### src/rtl/mem_initiator.sv
// mem_initiator: valid/ready command-to-memory controller, one response per command.
// Build option: define MEM_INITIATOR_WRCHECK_EN to read back and compare every write.
module mem_initiator #(
   parameter int ADDR_WIDTH = 4,
   parameter int DATA_WIDTH = 32
) (
   input  logic                  clk,
   input  logic                  rstn,
   input  logic                  cmd_valid,
   output logic                  cmd_ready,
   input  logic                  cmd_wr,
   input  logic [ADDR_WIDTH-1:0] cmd_addr,
   input  logic [DATA_WIDTH-1:0] cmd_wdata,
   output logic                  rsp_valid,
   input  logic                  rsp_ready,
   output logic [DATA_WIDTH-1:0] rsp_rdata,
   output logic                  rsp_err,
   output logic                  mem_en,
   output logic                  mem_wen,
   output logic [ADDR_WIDTH-1:0] mem_addr,
   output logic [DATA_WIDTH-1:0] mem_wdata,
   input  logic [DATA_WIDTH-1:0] mem_rdata,
   input  logic                  mem_valid,
   output logic [7:0]            err_cnt
);
`ifdef MEM_INITIATOR_WRCHECK_EN
   typedef enum logic [1:0] {IDLE, ACCESS, VERIFY, RESP} state_t;
`else
   typedef enum logic [1:0] {IDLE, ACCESS, RESP} state_t;
`endif
   state_t state, state_d;
   logic cmd_ready_d, rsp_valid_d, rsp_err_d, mem_en_d, mem_wen_d;
   logic [DATA_WIDTH-1:0] rsp_rdata_d, mem_wdata_d;
   logic [ADDR_WIDTH-1:0] mem_addr_d;
   logic [7:0] err_cnt_d;
   // The mem_* registers double as the command registers: they hold the command through ACCESS/VERIFY.
   // Next-state and next-output logic; every output is a register loaded from these.
   always_comb begin
      state_d     = state;
      cmd_ready_d = 1'b0;
      rsp_valid_d = rsp_valid;
      rsp_rdata_d = rsp_rdata;
      rsp_err_d   = rsp_err;
      mem_en_d    = 1'b0;
      mem_wen_d   = 1'b0;
      mem_addr_d  = '0;
      mem_wdata_d = '0;
      err_cnt_d   = err_cnt;
      case (state)
         IDLE: begin
            if (cmd_valid && cmd_ready) begin
               state_d     = ACCESS;
               mem_en_d    = 1'b1;
               mem_wen_d   = cmd_wr;
               mem_addr_d  = cmd_addr;
               mem_wdata_d = cmd_wdata;
            end else begin
               cmd_ready_d = 1'b1;
            end
         end
         ACCESS: begin
            state_d     = RESP;
            rsp_valid_d = 1'b1;
            rsp_rdata_d = (!mem_wen && mem_valid) ? mem_rdata : '0;
            rsp_err_d   = !mem_wen && !mem_valid;
`ifdef MEM_INITIATOR_WRCHECK_EN
            if (mem_wen) begin
               state_d     = VERIFY;
               rsp_valid_d = 1'b0;
               mem_en_d    = 1'b1;
               mem_addr_d  = mem_addr;
               mem_wdata_d = mem_wdata;
            end
`endif
         end
`ifdef MEM_INITIATOR_WRCHECK_EN
         VERIFY: begin
            state_d     = RESP;
            rsp_valid_d = 1'b1;
            rsp_rdata_d = mem_rdata;
            rsp_err_d   = !mem_valid || (mem_rdata != mem_wdata);
         end
`endif
         RESP: begin
            if (rsp_ready) begin
               state_d     = IDLE;
               cmd_ready_d = 1'b1;
               rsp_valid_d = 1'b0;
               rsp_rdata_d = '0;
               rsp_err_d   = 1'b0;
               err_cnt_d   = (rsp_err && err_cnt != 8'hff) ? err_cnt + 8'd1 : err_cnt;
            end
         end
         default: state_d = IDLE;
      endcase
   end
   // State and output registers; reset drops any in-flight command.
   always_ff @(posedge clk or negedge rstn) begin
      if (!rstn) begin
         state     <= IDLE;
         cmd_ready <= 1'b0;
         rsp_valid <= 1'b0;
         rsp_rdata <= '0;
         rsp_err   <= 1'b0;
         mem_en    <= 1'b0;
         mem_wen   <= 1'b0;
         mem_addr  <= '0;
         mem_wdata <= '0;
         err_cnt   <= '0;
      end else begin
         state     <= state_d;
         cmd_ready <= cmd_ready_d;
         rsp_valid <= rsp_valid_d;
         rsp_rdata <= rsp_rdata_d;
         rsp_err   <= rsp_err_d;
         mem_en    <= mem_en_d;
         mem_wen   <= mem_wen_d;
         mem_addr  <= mem_addr_d;
         mem_wdata <= mem_wdata_d;
         err_cnt   <= err_cnt_d;
      end
   end
endmodule

### config.mk
export PLATFORM = sky130hd
export DESIGN_NAME = mem_initiator
export DESIGN_NICKNAME = d
export VERILOG_FILES = /design/src/rtl/mem_initiator.sv
export SDC_FILE = /design/constraint.sdc
export NUM_CORES = 1
export LEC_CHECK = 0
export CAP_MARGIN = 0
export CORE_ASPECT_RATIO = 0.8
export CORE_MARGIN = 8
export CORE_UTILIZATION = 31
export DETAILED_ROUTE_END_ITERATION = 10
export GPL_ROUTABILITY_DRIVEN = 0
export PLACE_DENSITY_LB_ADDON = 0.2
export SLEW_MARGIN = 20
export SYNTH_ARGS = -nofsm -noshare
export SYNTH_HDL_FRONTEND = slang
export SYNTH_SLANG_ARGS = --single-unit
### constraint.sdc
create_clock -name clk -period 1.7 [get_ports clk]
set_clock_uncertainty 0.2 [all_clocks]
set_input_delay 0.34 -clock clk [delete_from_list [all_inputs] [get_ports clk]]
set_output_delay 0.34 -clock clk [all_outputs]
set_load 0.03 [all_outputs]
Word level (Yosys, flattened, before mapping)
Index checks and enable logic that the tools add are counted.
W data, S select, Z words.
{"block": "word_totals", "ff_bits": 83, "input_bits": 74, "output_inout_bits": 81}
{"block": "op_classes", "add_sub_neg": 1, "n_eq_ne": 5, "n_mux": 20, "reduce_logical": 11}
{"cell": "$mux W32", "count": 4}
{"cell": "$pmux W32 S2", "count": 1}
{"cell": "$add A8 B1 Y8 const B", "count": 1}
{"cell": "$mux W4", "count": 2}
{"cell": "$ne A8 B8 Y1 const B", "count": 1}
{"cell": "$mux W1", "count": 7}
{"cell": "$pmux W1 S2", "count": 3}
{"cell": "$pmux W2 S3", "count": 1}
{"cell": "$logic_and A1 B1 Y1", "count": 4}
{"cell": "$mux W2", "count": 2}
{"cell": "$ne A2 B2 Y1 const B", "count": 2}
{"cell": "$reduce_and A2 Y1", "count": 2}
{"cell": "$reduce_and A3 Y1", "count": 1}
{"cell": "$eq A2 B1 Y1 const B", "count": 1}
{"cell": "$eq A2 B2 Y1 const B", "count": 1}
{"cell": "$logic_not A1 Y1", "count": 2}
{"cell": "$logic_not A2 Y1", "count": 1}
{"cell": "$reduce_bool A2 Y1", "count": 1}

Depth between registers and ports, before layout
Gate-level depths: netlist of the first run.
{"block": "depth", "word_depth": 4, "depth_mapped": 5, "depth_no_buf": 4}

Worst setup path before layout of the first run
Ideal clock, no wire load.
{"block": "synth_path", "path_type": "register to register", "from": "reg err_cnt[0]", "to": "reg err_cnt[5]", "setup_time_ns": 0.141, "arrival_time_ns": 1.450, "path_slack_ns": -0.090, "stages_incl_launch_ff": 5, "n_path_buf": 0, "period_less_slack_ns": 1.790, "cell_sequence": "dfrtp_1 > ha_1 > and3_1 > a2111oi_0 > mux2i_1"}
{"block": "synth_between", "elab_chain_len": 3, "word_cells_on_any_way": 4, "cone_classes": "add/sub: 1; eq/ne: 1; reduce/logical: 2"}
{"element": "start, declared", "line": "24", "text": "output logic [7:0] err_cnt"}
{"element": "start signal, assigned", "line": "120", "text": "err_cnt <= err_cnt_d;"}
{"element": "parallel branches: the longest is 3 deep, another holds $add A8 B1 Y8"}
Parallel ways; which one is timed is not known.
A chain may end at the register's enable or synchronous reset.

Worst setup path in the final report of the first run
{"block": "layout_path", "from": "reg err_cnt[0]", "to": "out err_cnt[0]"}
No word-level cell between the ends.

==> summary.txt, run 1 <==
Critical path
  • Kind of critical path: flip-flop to primary output
  • Setup crit start kind: flip-flop
  • Worst-path fanout max: 4
  • CP max stage cell: dfrtp_2
  • CP max stage delay: approximately 430 ps
  • Worst path bufs/invs: 1
  • Worst Path Required: 1160 ps
  • Crit end category: primary output
  • WP data arrival: 1120 ps
  • Worst path top cell family by delay: flip-flops
  • Cells along the critical path: clkdlybuf4s15_1

CTS
  • Setup Buffers After CTS: 0
  • Sink Count: 83
  • Depth of the CTS H-tree: 3
  • Worst-Skew Late Latency: around 330 ps
  • Total CTS buffers: 9
  • CTS tree: built
  • Clock root buffer: clkbuf_16
  • Buffers from clock root to sink, at most: 2
  • Clock transition at path regs: about 60 ps

Placed design
  • IO Port Bufs: between 150 and 200
  • DP Area: slightly below 5000 µm²
  • DP Wirelength: 6090 µm

Yosys
  • Sequential-to-total area share from yosys stat: ~68%
  • Ys Warns: 0
  • Net count after synthesis: 287
  • Synth unique cells: 34
  • Top cells by area, synth: dfrtp_1 68%, a22o_1 9.1%, and2_1 7.6%, buf_6 2.9%, nand2b_4 0.90%
  • Post-synth ARST share: 100%
  • Synth area leader: dfrtp_1
  • Syn Inst Count: roughly 210
  • Synth Register Bits: 83
  • Number of flops mapped to enable cells by yosys: 0
  • Post-synth top area share: around two thirds
  • Mapped Area: 3070 µm²
  • Mapped Avg Cell Area: about 14 µm²
  • Most used DFF post-synth: dfrtp_1

Floorplan
  • Die X: 127 µm
  • Die area: around 13000 µm²
  • Core area: a little under 10000 µm²
  • Initial core utilization: a little under a third
  • IO Pins: around 160
  • Die Y-Extent: around 100 µm
  • Core Rows: 32

Global routing
  • Initial antenna violation count: 0
  • Vias in the first global route: ~2.6k
  • Largest net degree at the start of global routing: 84
  • First-pass GRT wire length: 13700 µm
  • All-layer global routing usage: roughly an eighth
  • Grt ovf: 0

STA
  • Slew Viols, Final: 0
  • Slew @ Worst Pin: about 460 ps
  • Period utilization: a little over nine tenths
  • RSZ-0062 raised after global routing: no
  • Fmax: approximately 0.60 GHz
  • Final Setup Violations: 0
  • Setup TNS: 0 ps
  • Hold Fails Final Rpt: 0
  • Final critical-path required period: 1660 ps
  • Worst relative slew slack: 69.0%

Drt
  • Routed WL: roughly 8500 µm
  • DRC: 0
  • DRT Pass-1 Iters: 4
  • DR iter-0 viols: 63
  • DR WL/cell: roughly 16 µm
  • Antenna Nets Post-Route: 0
  • Via count: 2335
  • Vias per std cell: between 4 and 5

Cells and area
  • Most common cell after layout, fill and taps aside: dfrtp_1
  • Area delta synth->final: 67.5%
  • Post-route cell area: just over 5000 µm²
  • Nets: 460
  • Share of cells above drive strength 1: roughly 14%
  • Diode count: 0
  • Most frequent cells in the layout: 81 x dfrtp_1, 72 x clkdlybuf4s50_1, 71 x dlygate4sd2_1

Power and ir drop
  • Leakage: roughly 2.6 nW
  • Max IR drop VDD: around 0.75 mV
  • PwrDens: between 1500 and 2000 nW/µm²

Hold path
  • Hold Path Class: flip-flop to flip-flop

Outcome
  • Status: finished, final reports clean

Job
  • Max cap viols: 0
==> cell usage after synthesis, drive strengths merged, types with 3 or more instances <==
library cell,instances
dfrtp,83
a22o,32
buf,8
nor2,4
clkbuf,4
and2,37
xor2,3
nand3,3
nor3,3
a21oi,4
nand2,5
nand2b,4
==> cells by family (layout without fill, tap and decap cells) <==
| family | count (synthesis) | count (layout) | synth area share (%) |
|---|---|---|---|
| xor gates and xnor gates | 4 | 4 | 1.14 |
| and+or+nand+nor | 62 | 62 | 13.5 |
| AOI/OAI and AO/OA | 45 | 46 | 12.2 |
| muxes | 3 | 3 | 1.18 |
| buffers and inverters | 14 | 190 | 3.80 |
| DFF | 83 | 83 | 67.8 |
| adders and majority gates | 1 | 1 | 0.408 |
==> sequential cells by signal (all words and copies together) (netlist names) <==
signal and cells:
mem_wdata 32, mem_wen 1, err_cnt 8, rsp_err 1, state 2, cmd_ready 1, rsp_valid 1, mem_en 1
rsp_rdata 32, mem_addr 4
==> routing by layer <==
metal | wire (µm) | vias up | track usage, %
met4 | 156 | 0 | 6.10
met3 | 1370 | 12 | 9.85
met1 | 3370 | 1124 | 14.0
met2 | 3590 | 115 | 19.1
met5 | 0 | - | 0
li1 | - | 1084 | -
==> cell type report <==
| class | instances | area [µm²] |
|---|---|---|
| clock inverters | 4 | 51.3 |
| flip-flops and latches | 83 | 2080 |
| multi-input cells | 116 | 906 |
| well taps | 136 | 170 |
| inverters | 2 | 7.51 |
| fillers | 879 | 4510 |
| repair buffers | 173 | 1680 |
| clock buffers | 11 | 243 |
==> per-stage QoR <==
step	setup slack [ps]	total power, mW	util [%]	std cells	hold slack, ps
floorplan	40.8	5.11	-	212	-156
detailed placement	-339	6.87	50.8	508	211
global route	0.376	8.83	53.2	525	321
CTS	3.55	8.43	53.0	524	303
global placement	-299	6.81	50.8	508	209
finish	41.9	8.34	53.2	525	297
==> worst register-to-register path, stage by stage (launching register included) <==
cell	delay [ps]
dfrtp_2	430
ha_2	220
and3_4	170
a21o_1	180
mux2_4	290
==> path summary, 6_finish.rpt <==
| kind | start | end | cells past startpoint | slack, ps |
|---|---|---|---|---|
| max | err_cnt[0] | err_cnt[0] | 1 | 40 |
| min | rsp_rdata[23] | rsp_rdata[23] | 1 | 300 |
| max reg2reg | err_cnt[0] | err_cnt[1] | 4 | 100 |
| min reg2reg | rsp_rdata[23] | rsp_rdata[23] | 1 | 300 |
| max in group asynchronous | rstn | err_cnt[1] | 3 | 540 |
| min in group asynchronous | rstn | err_cnt[3] | 3 | 350 |
==> power by group <==
part | total (mW) | internal, mW | switching (mW) | leakage [nW]
Sequential | 2.89 | 2.57 | 0.319 | 1.11
Combinational | 3.53 | 1.43 | 2.10 | 1.37
Clock | 1.92 | 1.17 | 0.750 | 0.142
Total | 8.34 | 5.17 | 3.16 | 2.63
==> timing repair <==
item                                    in CTS  in global routing
endpoints found under the hold margin       83                  0
gates cloned                                 0                  1
hold buffers                                 1                  0
pin swaps                                    0                  0
endpoints found under the setup margin      74                 35
gates resized for setup                     74                  4
Power figures use the tool's default switching activity.
==> run 2: changes to the inputs <==
--- a/config.mk
+++ b/config.mk
@@ -8,7 +8,8 @@
 export CAP_MARGIN = 0
 export CORE_ASPECT_RATIO = 0.8
 export CORE_MARGIN = 8
-export CORE_UTILIZATION = 31
+export CORE_UTILIZATION = 37
+export CTS_BUF_LIST = sky130_fd_sc_hd__clkbuf_4 sky130_fd_sc_hd__clkbuf_8
 export DETAILED_ROUTE_END_ITERATION = 10
 export GPL_ROUTABILITY_DRIVEN = 0
 export PLACE_DENSITY_LB_ADDON = 0.2
==> summary.txt, run 2 (synthesis results as in run 1) <==
CTS
  • Buffers from clock root to sink, at most: 2 (unchanged)
  • CTS tree: built
  • Total CTS buffers: 9 (unchanged)
  • Clock root buffer: clkbuf_8
  • Worst-Skew Late Latency: 340 ps (about the same)
  • Clock transition at path regs: 80 ps (+20 ps)
  • Depth of the CTS H-tree: 3 (unchanged)
  • Sink Count: 83 (unchanged)

Drt
  • DR WL/cell: 17.1 µm (+5.7%)
  • Vias per std cell: 4.66 (+4.8%)
  • DRT Pass-1 Iters: 4 (unchanged)
  • DR iter-0 viols: 75 (+19%)
  • Via count: 2299 (-1.5%)
  • Routed WL: 8430 µm (-0.74%)
  • Antenna Nets Post-Route: 0 (unchanged)
  • DRC: 0 (unchanged)

Cells and area
  • Share of cells above drive strength 1: 14.5% (+0.41 points)
  • Layout Cells excl Fill: 493 (-6.1%)
  • Area delta synth->final: 61.1%
  • Final Util: 61.8% (+8.6 points)
  • Nets: 456 (-0.87%)
  • Diode count: 0 (unchanged)
  • Most common cell after layout, fill and taps aside: dfrtp_1
  • Fillers: 683 (-22%)
  • Top flop regs: mem_wdata: 32 flops, rsp_rdata: 32 flops, err_cnt: 8 flops
  • Most frequent cells in the layout: 81 x dfrtp_1, 71 x clkdlybuf4s50_1, 47 x dlygate4sd2_1

STA
  • Worst Slack Setup Final: 52.9 ps (+11.0 ps)
  • Slew Viols, Final: 0 (unchanged)
  • Slew @ Worst Pin: 385 ps (-79.5 ps)
  • Worst relative slew slack: 74.3% (+5.3 points)
  • Period utilization: 96.9% (-0.65 points)
  • Final critical-path required period: 1650 ps (-11.0 ps)
  • RSZ-0062 raised after global routing: no
  • Hold Fails Final Rpt: 0 (unchanged)
  • Fmax: 0.607 GHz (+0.67%)
  • Final Setup Violations: 0 (unchanged)

Global routing
  • Global Route met2 Usage: 22.0% (+2.9 points)
  • All-layer global routing usage: 15.2% (+2.0 points)
  • Initial antenna violation count: 0 (unchanged)
  • Largest net degree at the start of global routing: 40 (-52%)
  • Grt ovf: 0 (unchanged)
  • Routing usage on met3: 9.64% (-0.21 points)
  • Met1 Use GR: 17.8% (+3.8 points)
  • First-pass GRT wire length: 13800 µm (+0.86%)
  • Vias in the first global route: 2576 (-1.7%)
  • Global route hottest layer: met2

Floorplan
  • Die area: 11500 µm² (-14%)
  • IO Pins: 155 (unchanged)
  • Initial core utilization: 38.4% (+6.6 points)
  • Core area: 7980 µm² (-17%)
  • Die Y-Extent: 97.4 µm (-7.2%)
  • Core Rows: 29 (-9.4%)
  • Die X: 118 µm (-7.4%)

Power and ir drop
  • Final Power: 7.65 mW (-8.2%)
  • Max IR drop VDD: 0.749 mV (+0.45%)
  • PwrDens: 1550 nW/µm² (-4.6%)
  • Leakage: 2.46 nW (-6.1%)

Job
  • Max cap viols: 0 (unchanged)

Critical path
  • WP data arrival: 1110 ps (about the same)
  • Worst Path Required: 1160 ps (about the same)
  • CP max stage delay: 420 ps (about the same)
  • Worst Reg2Reg Path Length in Cells: 4 (unchanged)
  • Cells along the critical path: dlygate4sd2_1
  • Setup crit start kind: flip-flop
  • Worst path bufs/invs: 1 (unchanged)
  • Worst path top cell family by delay: buffers and inverters
  • Worst-path fanout max: 2 (-2)
  • CP max stage cell: dlygate4sd2_1
  • Reg2reg start: err_cnt[0]
  • R2r setup slk: 80 ps (-20 ps)
  • Reg2reg end: err_cnt[1]
  • Kind of critical path: flip-flop to primary output
  • Crit end category: primary output

Placed design
  • Placed Cells: 477 (-6.1%)
  • DP Wirelength: 6330 µm (+4.0%)
  • IO Port Bufs: 154 (unchanged)
  • Worst slack, placed: -392 ps (-53.2 ps)

Outcome
  • Status: finished, final reports clean

Hold path
  • Hold Path Class: input port to async pin
## run 2: where the power goes
group          switching (mW)  total (mW)  leakage, nW  internal [mW]
Clock                   0.703        1.27       0.0770          0.567
Sequential              0.314        2.88         1.11           2.57
Combinational            2.09        3.50         1.27           1.41
## run 2: per-layer routing
layer | wire length (µm) | share of wire, %
met1 | 3570 | 42
met2 | 3650 | 43
met3 | 1100 | 13
met4 | 104 | 1.2
met5 | 0 | 0
## run 2: area by class of cell
cell class	count	area [µm²]	area share (%)
clock inverters	5	38.8	0.786
flip-flops and latches	83	2080	42.1
well taps	108	135	2.74
multi-input cells	115	891	18.0
clock buffers	10	138	2.79
inverters	2	7.51	0.152
repair buffers	170	1650	33.4
## run 2: repair_timing
item                       CTS  global route
setup endpoints to repair   77            28
pin swaps                    0             0
gates resized for setup     82            31
buffers inserted             0             0
hold buffers                 1             0
hold endpoints to repair    83             0
## run 2: stage by stage
step / setup TNS [ps] / hold WS (ps) / instance area [µm²]
2_1_floorplan: 0 / -156 / 3080
3_3_place_gp: -9910 / 34.1 / 4830
3_5_place_dp: -11540 / 42.3 / 4830
4_1_cts: 0 / 202 / 4920
5_1_grt: 0 / 215 / 4940
6_report: 0 / 217 / 4940
## run 2: how the worst max path moves through the flow
| stage | startpoint | to | cells after the start |
|---|---|---|---|
| 4_1_cts | rsp_rdata[6] | rsp_rdata[6] | 1 |
| 3_3_place_gp | rsp_ready | err_cnt[6] | 4 |
| 3_5_place_dp | rsp_ready | err_cnt[6] | 4 |
| 5_1_grt | rsp_rdata[18] | rsp_rdata[18] | 1 |
| 2_1_floorplan | err_cnt[0] | err_cnt[1] | 4 |
| 6_report | rsp_rdata[15] | rsp_rdata[15] | 1 |
